==> src/rtl/pipe_hazard_ctrl_pkg.sv <==
// Shared types for the pipeline control unit: memory-handshake FSM states,
// hazard classes and forwarding-select encodings.
package pipe_pkg;

    typedef enum logic {
        M_IDLE = 1'b0,
        M_WAIT = 1'b1
    } mem_state_t;

    // Listed in decreasing priority.
    typedef enum logic [2:0] {
        H_FREEZE    = 3'd0,
        H_REDIRECT  = 3'd1,
        H_LOADUSE   = 3'd2,
        H_FETCHWAIT = 3'd3,
        H_NORMAL    = 3'd4
    } hazard_t;

    localparam logic [1:0] FWD_RF = 2'b00;
    localparam logic [1:0] FWD_W  = 2'b01;
    localparam logic [1:0] FWD_M  = 2'b10;

endpackage

==> src/rtl/Reg.sv <==
// Generic register with synchronous active-high reset to zero and write enable.
module Reg #(
    parameter int W = 1
) (
    input  logic         clk,
    input  logic         rst,
    input  logic         wen,
    input  logic [W-1:0] d,
    output logic [W-1:0] q
);

    logic [W-1:0] q_q;
    logic [W-1:0] q_d;

    always_comb begin
        q_d = q_q;
        if (wen) q_d = d;
    end

    always_ff @(posedge clk) begin
        if (rst) q_q <= '0;
        else     q_q <= q_d;
    end

    assign q = q_q;

endmodule

==> src/rtl/pipe_hazard_ctrl_fwd.sv <==
// Forward-select for one E-stage source operand; the younger producer in M
// wins over the older one in W, and x0 is never forwarded.
module fwd_unit
    import pipe_pkg::*;
(
    input  logic       v_m,
    input  logic       reg_write_m,
    input  logic [4:0] rd_m,
    input  logic       v_w,
    input  logic       reg_write_w,
    input  logic [4:0] rd_w,
    input  logic [4:0] rs,
    output logic [1:0] sel
);

    logic hit_m;
    logic hit_w;

    always_comb begin
        hit_m = v_m & reg_write_m & (rd_m != 5'd0) & (rd_m == rs);
        hit_w = v_w & reg_write_w & (rd_w != 5'd0) & (rd_w == rs);
        sel   = FWD_RF;
        if (hit_m)      sel = FWD_M;
        else if (hit_w) sel = FWD_W;
    end

endmodule

==> src/rtl/pipe_hazard_ctrl.sv <==
// Five-stage pipeline control: buffer write enables, slot-valid tracking,
// data-memory handshake, E-stage forwarding selects and retire counting.
module pipe_hazard_ctrl
    import pipe_pkg::*;
#(
    parameter int CNT_W = 32
) (
    input  logic             clk,
    input  logic             rst,
    input  logic             imem_ready,
    input  logic             use_rs1_D,
    input  logic             use_rs2_D,
    input  logic [4:0]       Rs1_D,
    input  logic [4:0]       Rs2_D,
    input  logic [4:0]       Rd_E,
    input  logic [4:0]       Rs1_E,
    input  logic [4:0]       Rs2_E,
    input  logic             MemRead_E,
    input  logic             RegWrite_E,
    input  logic             redirect_E,
    input  logic [4:0]       Rd_M,
    input  logic             MemRead_M,
    input  logic             MemWrite_M,
    input  logic             RegWrite_M,
    input  logic [4:0]       Rd_W,
    input  logic             RegWrite_W,
    input  logic             dmem_ack,
    output logic             pc_wen,
    output logic             wen_FD,
    output logic             wen_DE,
    output logic             wen_EM,
    output logic             wen_MW,
    output logic             vD,
    output logic             vE,
    output logic             vM,
    output logic             vW,
    output logic             dmem_req,
    output logic [1:0]       fwdA_E,
    output logic [1:0]       fwdB_E,
    output logic [CNT_W-1:0] instret
);

    mem_state_t       state_q;
    mem_state_t       state_d;
    hazard_t          hz;
    logic             freeze;
    logic             redirect;
    logic             loaduse;
    logic             v_wen;
    logic             vD_d;
    logic             vE_d;
    logic             vM_d;
    logic             vW_d;
    logic             instret_wen;
    logic [CNT_W-1:0] instret_d;

    // Hazard detection does not depend on whether E writes a register.
    logic unused_regwrite_e;
    assign unused_regwrite_e = RegWrite_E;

    always_comb begin
        dmem_req = (state_q == M_WAIT) | (vM & (MemRead_M | MemWrite_M));
        freeze   = dmem_req & ~dmem_ack;
        redirect = redirect_E & vE;
        loaduse  = vD & vE & MemRead_E & (Rd_E != 5'd0) &
                   ((use_rs1_D & (Rs1_D == Rd_E)) | (use_rs2_D & (Rs2_D == Rd_E)));

        if (freeze)           hz = H_FREEZE;
        else if (redirect)    hz = H_REDIRECT;
        else if (loaduse)     hz = H_LOADUSE;
        else if (!imem_ready) hz = H_FETCHWAIT;
        else                  hz = H_NORMAL;
    end

    // Bubbles live only in the valid bits; buffers may capture stale data.
    always_comb begin
        pc_wen = 1'b1;
        wen_FD = 1'b1;
        wen_DE = 1'b1;
        wen_EM = 1'b1;
        wen_MW = 1'b1;
        vD_d   = 1'b1;
        vE_d   = vD;
        vM_d   = vE;
        vW_d   = vM;
        case (hz)
            H_FREEZE: begin
                pc_wen = 1'b0;
                wen_FD = 1'b0;
                wen_DE = 1'b0;
                wen_EM = 1'b0;
                wen_MW = 1'b0;
                vD_d   = vD;
                vE_d   = vE;
                vM_d   = vM;
                vW_d   = vW;
            end
            H_REDIRECT: begin
                vD_d = 1'b0;
                vE_d = 1'b0;
            end
            H_LOADUSE: begin
                pc_wen = 1'b0;
                wen_FD = 1'b0;
                vD_d   = vD;
                vE_d   = 1'b0;
            end
            H_FETCHWAIT: begin
                pc_wen = 1'b0;
                vD_d   = 1'b0;
            end
            default: ;
        endcase
    end

    always_comb begin
        state_d = state_q;
        case (state_q)
            M_IDLE:  if (freeze)   state_d = M_WAIT;
            M_WAIT:  if (dmem_ack) state_d = M_IDLE;
            default: state_d = M_IDLE;
        endcase
    end

    always_ff @(posedge clk) begin
        if (rst) state_q <= M_IDLE;
        else     state_q <= state_d;
    end

    always_comb begin
        v_wen       = ~freeze;
        instret_wen = wen_MW & vM;
        instret_d   = instret + {{(CNT_W-1){1'b0}}, 1'b1};
    end

    Reg #(.W(1)) u_vD (.clk(clk), .rst(rst), .wen(v_wen), .d(vD_d), .q(vD));
    Reg #(.W(1)) u_vE (.clk(clk), .rst(rst), .wen(v_wen), .d(vE_d), .q(vE));
    Reg #(.W(1)) u_vM (.clk(clk), .rst(rst), .wen(v_wen), .d(vM_d), .q(vM));
    Reg #(.W(1)) u_vW (.clk(clk), .rst(rst), .wen(v_wen), .d(vW_d), .q(vW));

    Reg #(.W(CNT_W)) u_instret (
        .clk(clk), .rst(rst), .wen(instret_wen), .d(instret_d), .q(instret)
    );

    fwd_unit u_fwd_a (
        .v_m(vM), .reg_write_m(RegWrite_M), .rd_m(Rd_M),
        .v_w(vW), .reg_write_w(RegWrite_W), .rd_w(Rd_W),
        .rs(Rs1_E), .sel(fwdA_E)
    );

    fwd_unit u_fwd_b (
        .v_m(vM), .reg_write_m(RegWrite_M), .rd_m(Rd_M),
        .v_w(vW), .reg_write_w(RegWrite_W), .rd_w(Rd_W),
        .rs(Rs2_E), .sel(fwdB_E)
    );

endmodule

==> config.mk <==
export PLATFORM = sky130hd
export DESIGN_NAME = pipe_hazard_ctrl
export DESIGN_NICKNAME = d
export VERILOG_FILES = /design/src/rtl/pipe_hazard_ctrl_pkg.sv /design/src/rtl/Reg.sv /design/src/rtl/pipe_hazard_ctrl_fwd.sv /design/src/rtl/pipe_hazard_ctrl.sv
export SDC_FILE = /design/constraint.sdc
export NUM_CORES = 1
export LEC_CHECK = 0
export BUFFER_PORTS_ARGS = -buffer_cell sky130_fd_sc_hd__buf_2
export CORE_MARGIN = 2
export CORE_UTILIZATION = 35
export CTS_BUF_LIST = sky130_fd_sc_hd__clkbuf_8
export DETAILED_ROUTE_END_ITERATION = 10
export GPL_TIMING_DRIVEN = 0
export PLACE_DENSITY_LB_ADDON = 0.25
export SKIP_LAST_GASP = 1
export SYNTH_ARGS = -nofsm -noshare
export SYNTH_HDL_FRONTEND = slang
export SYNTH_SLANG_ARGS = --single-unit
==> constraint.sdc <==
create_clock -name clk -period 1.8 [get_ports clk]
set_input_delay 0.36 -clock clk [delete_from_list [all_inputs] [get_ports clk]]
set_output_delay 0.36 -clock clk [all_outputs]
set_load 0.05 [all_outputs]
==> results by group <==
Run status
  • Failing checks: setup timing
  • Status: finished, violations left

Detailed routing
  • Post-DRT Antenna Nets: 0
  • Detailed Routing Iterations Pass 1: 4
  • Overall routed net length: roughly 6000 um
  • DRC: 0
  • DR vias/cell: between 4 and 5
  • Wire length per cell: between 10 and 15 um
  • Via count: approximately 2200
  • Detailed Route Iter0 Violations: between 90 and 100

Die
  • Core area: 6350 sq um
  • Row cnt: 29
  • Die X: about 85 um
  • Initial core utilization: between 30 and 40%
  • Die H: 85.15 um
  • Die area: 7250 sq um
  • I/O pin total: between 90 and 100

STA
  • Period utilization: 118.6%
  • Relative max-transition margin: about 67%
  • FMAX: ~0.47 GHz
  • Worst Slack Setup Final: -0.3351 ns
  • Slew Limit Fails: 0
  • Final Hold Fails: 0
  • Final setup vio count: 5
  • Final setup skew: 0.006191 ns
  • Period minus WS final: ~2.1 ns
  • RSZ-0062 raised after global routing: yes
  • Worst slew pin tran: 0.4965 ns

Synthesis
  • Post-synth top cells: xnor2_1 (42), dfxtp_1 (37), nor2_1 (32), nand2_1 (17), xor2_1 (15)
  • Synth cell types: 40
  • Synth async-reset ratio: 0%
  • Syn Area/Cell: 9.003 sq um
  • Synth Register Bits: 37
  • YS warnings: 0
  • Most area-hungry cell type in the Yosys netlist: dfxtp_1
  • Cells after Synth: around 260
  • Post-Syn Nets: between 300 and 400
  • Synth top area share: 32.14%
  • Synth Flop Type: dfxtp_1
  • Seq/Total Area, Yosys: 32.14%
  • Count leader, synth: xnor2_1
  • Top cells by area, synth: dfxtp_1 (32%), xnor2_1 (16%), xor2_1 (5.7%)
  • Post-synth EDFFs: 0
  • Synth Cell Area: 2305 sq um

Hold path
  • WHS Path Cells: 3
  • Worst Hold Path EP: u_vD.q$_SDFFE_PP0P_
  • Hold crit path type: in -> reg
  • HP Start: rst

Global route
  • Initial antenna violation count: 0
  • Vias in the first global route: slightly above 2000
  • Global Route Usage Sum: around 16%
  • First-pass GRT wire length: 9735 um
  • Aggregate global routing overflow: 0
  • Largest net degree at the start of global routing: 12

CTS
  • Hold buffer count at cts: 0
  • Clk_lat worst skew: roughly 0.29 ns
  • Clk slew on worst S/H paths: 0.07 ns
  • CTS tree: built
  • # clock sinks: 37
  • CTS root buf: clkbuf_8
  • CTS H-tree depth: 2
  • Cts bufs inserted: 5
  • CTS Buffer Depth: 2

Cells and area
  • Final nets: 415
  • Finished Layout Cells: 444
  • Ratio of cells with drive above 1 in the final layout: approximately half
  • Fillers: 587
  • Finished Cell Area: 3339 sq um
  • Area grow syn2layout: 44.90%
  • Post-layout util: around 53%
  • Antenna diodes: 0

Critical path
  • R2R setup slack: roughly 0.21 ns
  • Startpoint types: primary input
  • Buf/Inv on CP: 3
  • Worst reg2reg path endpoint: u_instret.q[17]$_SDFFE_PP0P_
  • Critical path capture point type: primary output
  • Slowest-stage cell, CP: or4_1
  • Crit Path Category: in -> out
  • R2R Path Start: state_q$_SDFF_PP0_
  • Crit path max fanout: 2
  • Most frequent CP cell: nor4_4
  • Crit-path leading delay family: simple AND/OR/NAND/NOR gates
  • CP required: approximately 1.4 ns
  • Sequence of cells on the critical path: buf_8, or4_1, o211ai_1, buf_4, nor4_4, nor4_4, buf_6
  • Slowest Stage Delay on Critical Path: between 0.5 and 0.6 ns
  • Critical Path AT: between 1.5 and 2 ns
  • Reg2Reg Depth: 6

Placed design
  • Placed cells: around 430
  • Port-buffer cells: 92
  • Final HPWL DP: 4278 um
  • Post-place setup slack: -0.5366 ns
  • Post-DP Area: just under 3000 sq um
  • Final Wtd Congestion: roughly 0.83

Run
  • Max Cap Viol: 0

Pwr
  • Pwr dens: 524.1 nW/um^2
  • Peak VDD IR: around 0.00026 V
  • Leak: approximately 1.3 nW
  • Tot Pwr: roughly 1.8 mW
[area by class of cell]
| cell class | count | area [sq um] | share of cell area (%) |
|---|---|---|---|
| buffer | 13 | 92.59 | 2.773 |
| tap | 77 | 96.34 | 2.885 |
| clock buffer | 7 | 96.34 | 2.885 |
| sequential | 37 | 758.2 | 22.71 |
| inverter | 9 | 36.28 | 1.087 |
| multi-input combinational | 197 | 1628 | 48.74 |
| clock inverter | 1 | 5.005 | 0.1499 |
| timing repair buffer | 103 | 626.9 | 18.77 |
[kinds of logic after synthesis]
family | after synthesis | synth area share, %
flops | 37 | 32.14
xor+xnor | 57 | 21.66
fa+ha+maj | 1 | 0.5428
mux | 1 | 0.4343
compound gates | 21 | 6.732
buf+inv | 22 | 5.157
simple gates | 117 | 33.33
[flip-flops by register name, summed over array words and instances, names as in the netlist]
| name | flops |
|---|---|
| state_q | 1 |
| u_instret.q | 32 |
| u_vD.q | 1 |
| u_vE.q | 1 |
| u_vM.q | 1 |
| u_vW.q | 1 |
[cells in the final DEF, fill, tap and decap left out, drive strengths merged, types with 9 or more instances in the layout]
cell	instances
nand2	17
nor2	32
buf	111
clkbuf	12
nand3	12
xnor2	42
nor4	14
inv	9
dfxtp	37
nor3	15
xor2	15
[tightest hold or removal path, cell delays in order]
cell and delay (ns):
buf_2 0.08, nand2b_1 0.10, o22ai_1 0.07
[through the flow]
step,setup TNS (ns),hold WS [ns]
3_5_place_dp,-1.958,0.4761
2_1_floorplan,-0.8340,0.5482
4_1_cts,-0.9922,0.3725
5_1_grt,-1.373,0.3996
3_3_place_gp,-1.887,0.4647
6_report,-1.030,0.3828
[worst max-delay path by stage]
| stage | slack (ns) | end | startpoint | depth (start not counted) |
|---|---|---|---|---|
| global route | -0.35 | fwdA_E[0] | Rd_M[4] | 7 |
| detailed placement | -0.54 | fwdA_E[0] | Rd_M[0] | 6 |
| finish | -0.34 | fwdA_E[0] | Rd_M[4] | 7 |
| CTS | -0.33 | fwdA_E[0] | Rd_M[4] | 7 |
| floorplan | -0.42 | fwdA_E[0] | Rd_M[0] | 4 |
| global placement | -0.50 | fwdB_E[0] | Rd_M[0] | 6 |
[metal layers]
| metal | global-route usage, % | share of wire (%) | up-vias |
|---|---|---|---|
| li1 | - | - | 1104 |
| met1 | 20.73 | 43 | 1029 |
| met2 | 27.13 | 49 | 73 |
| met3 | 3.599 | 6.2 | 13 |
| met4 | 6.926 | 2.3 | 0 |
| met5 | 0 | 0 | - |
[where the power goes]
part / switching [mW] / internal [mW]
Clock: 0.296 / 0.346
Combinational: 0.156 / 0.125
Sequential: 0.00577 / 0.821
[timing repair]
item                       in CTS  in global routing
setup endpoints to repair       9                  8
buffers inserted                9                  3
gates resized for setup        31                 19
pin swaps                      11                  8
(Power assumes the default switching activity.)
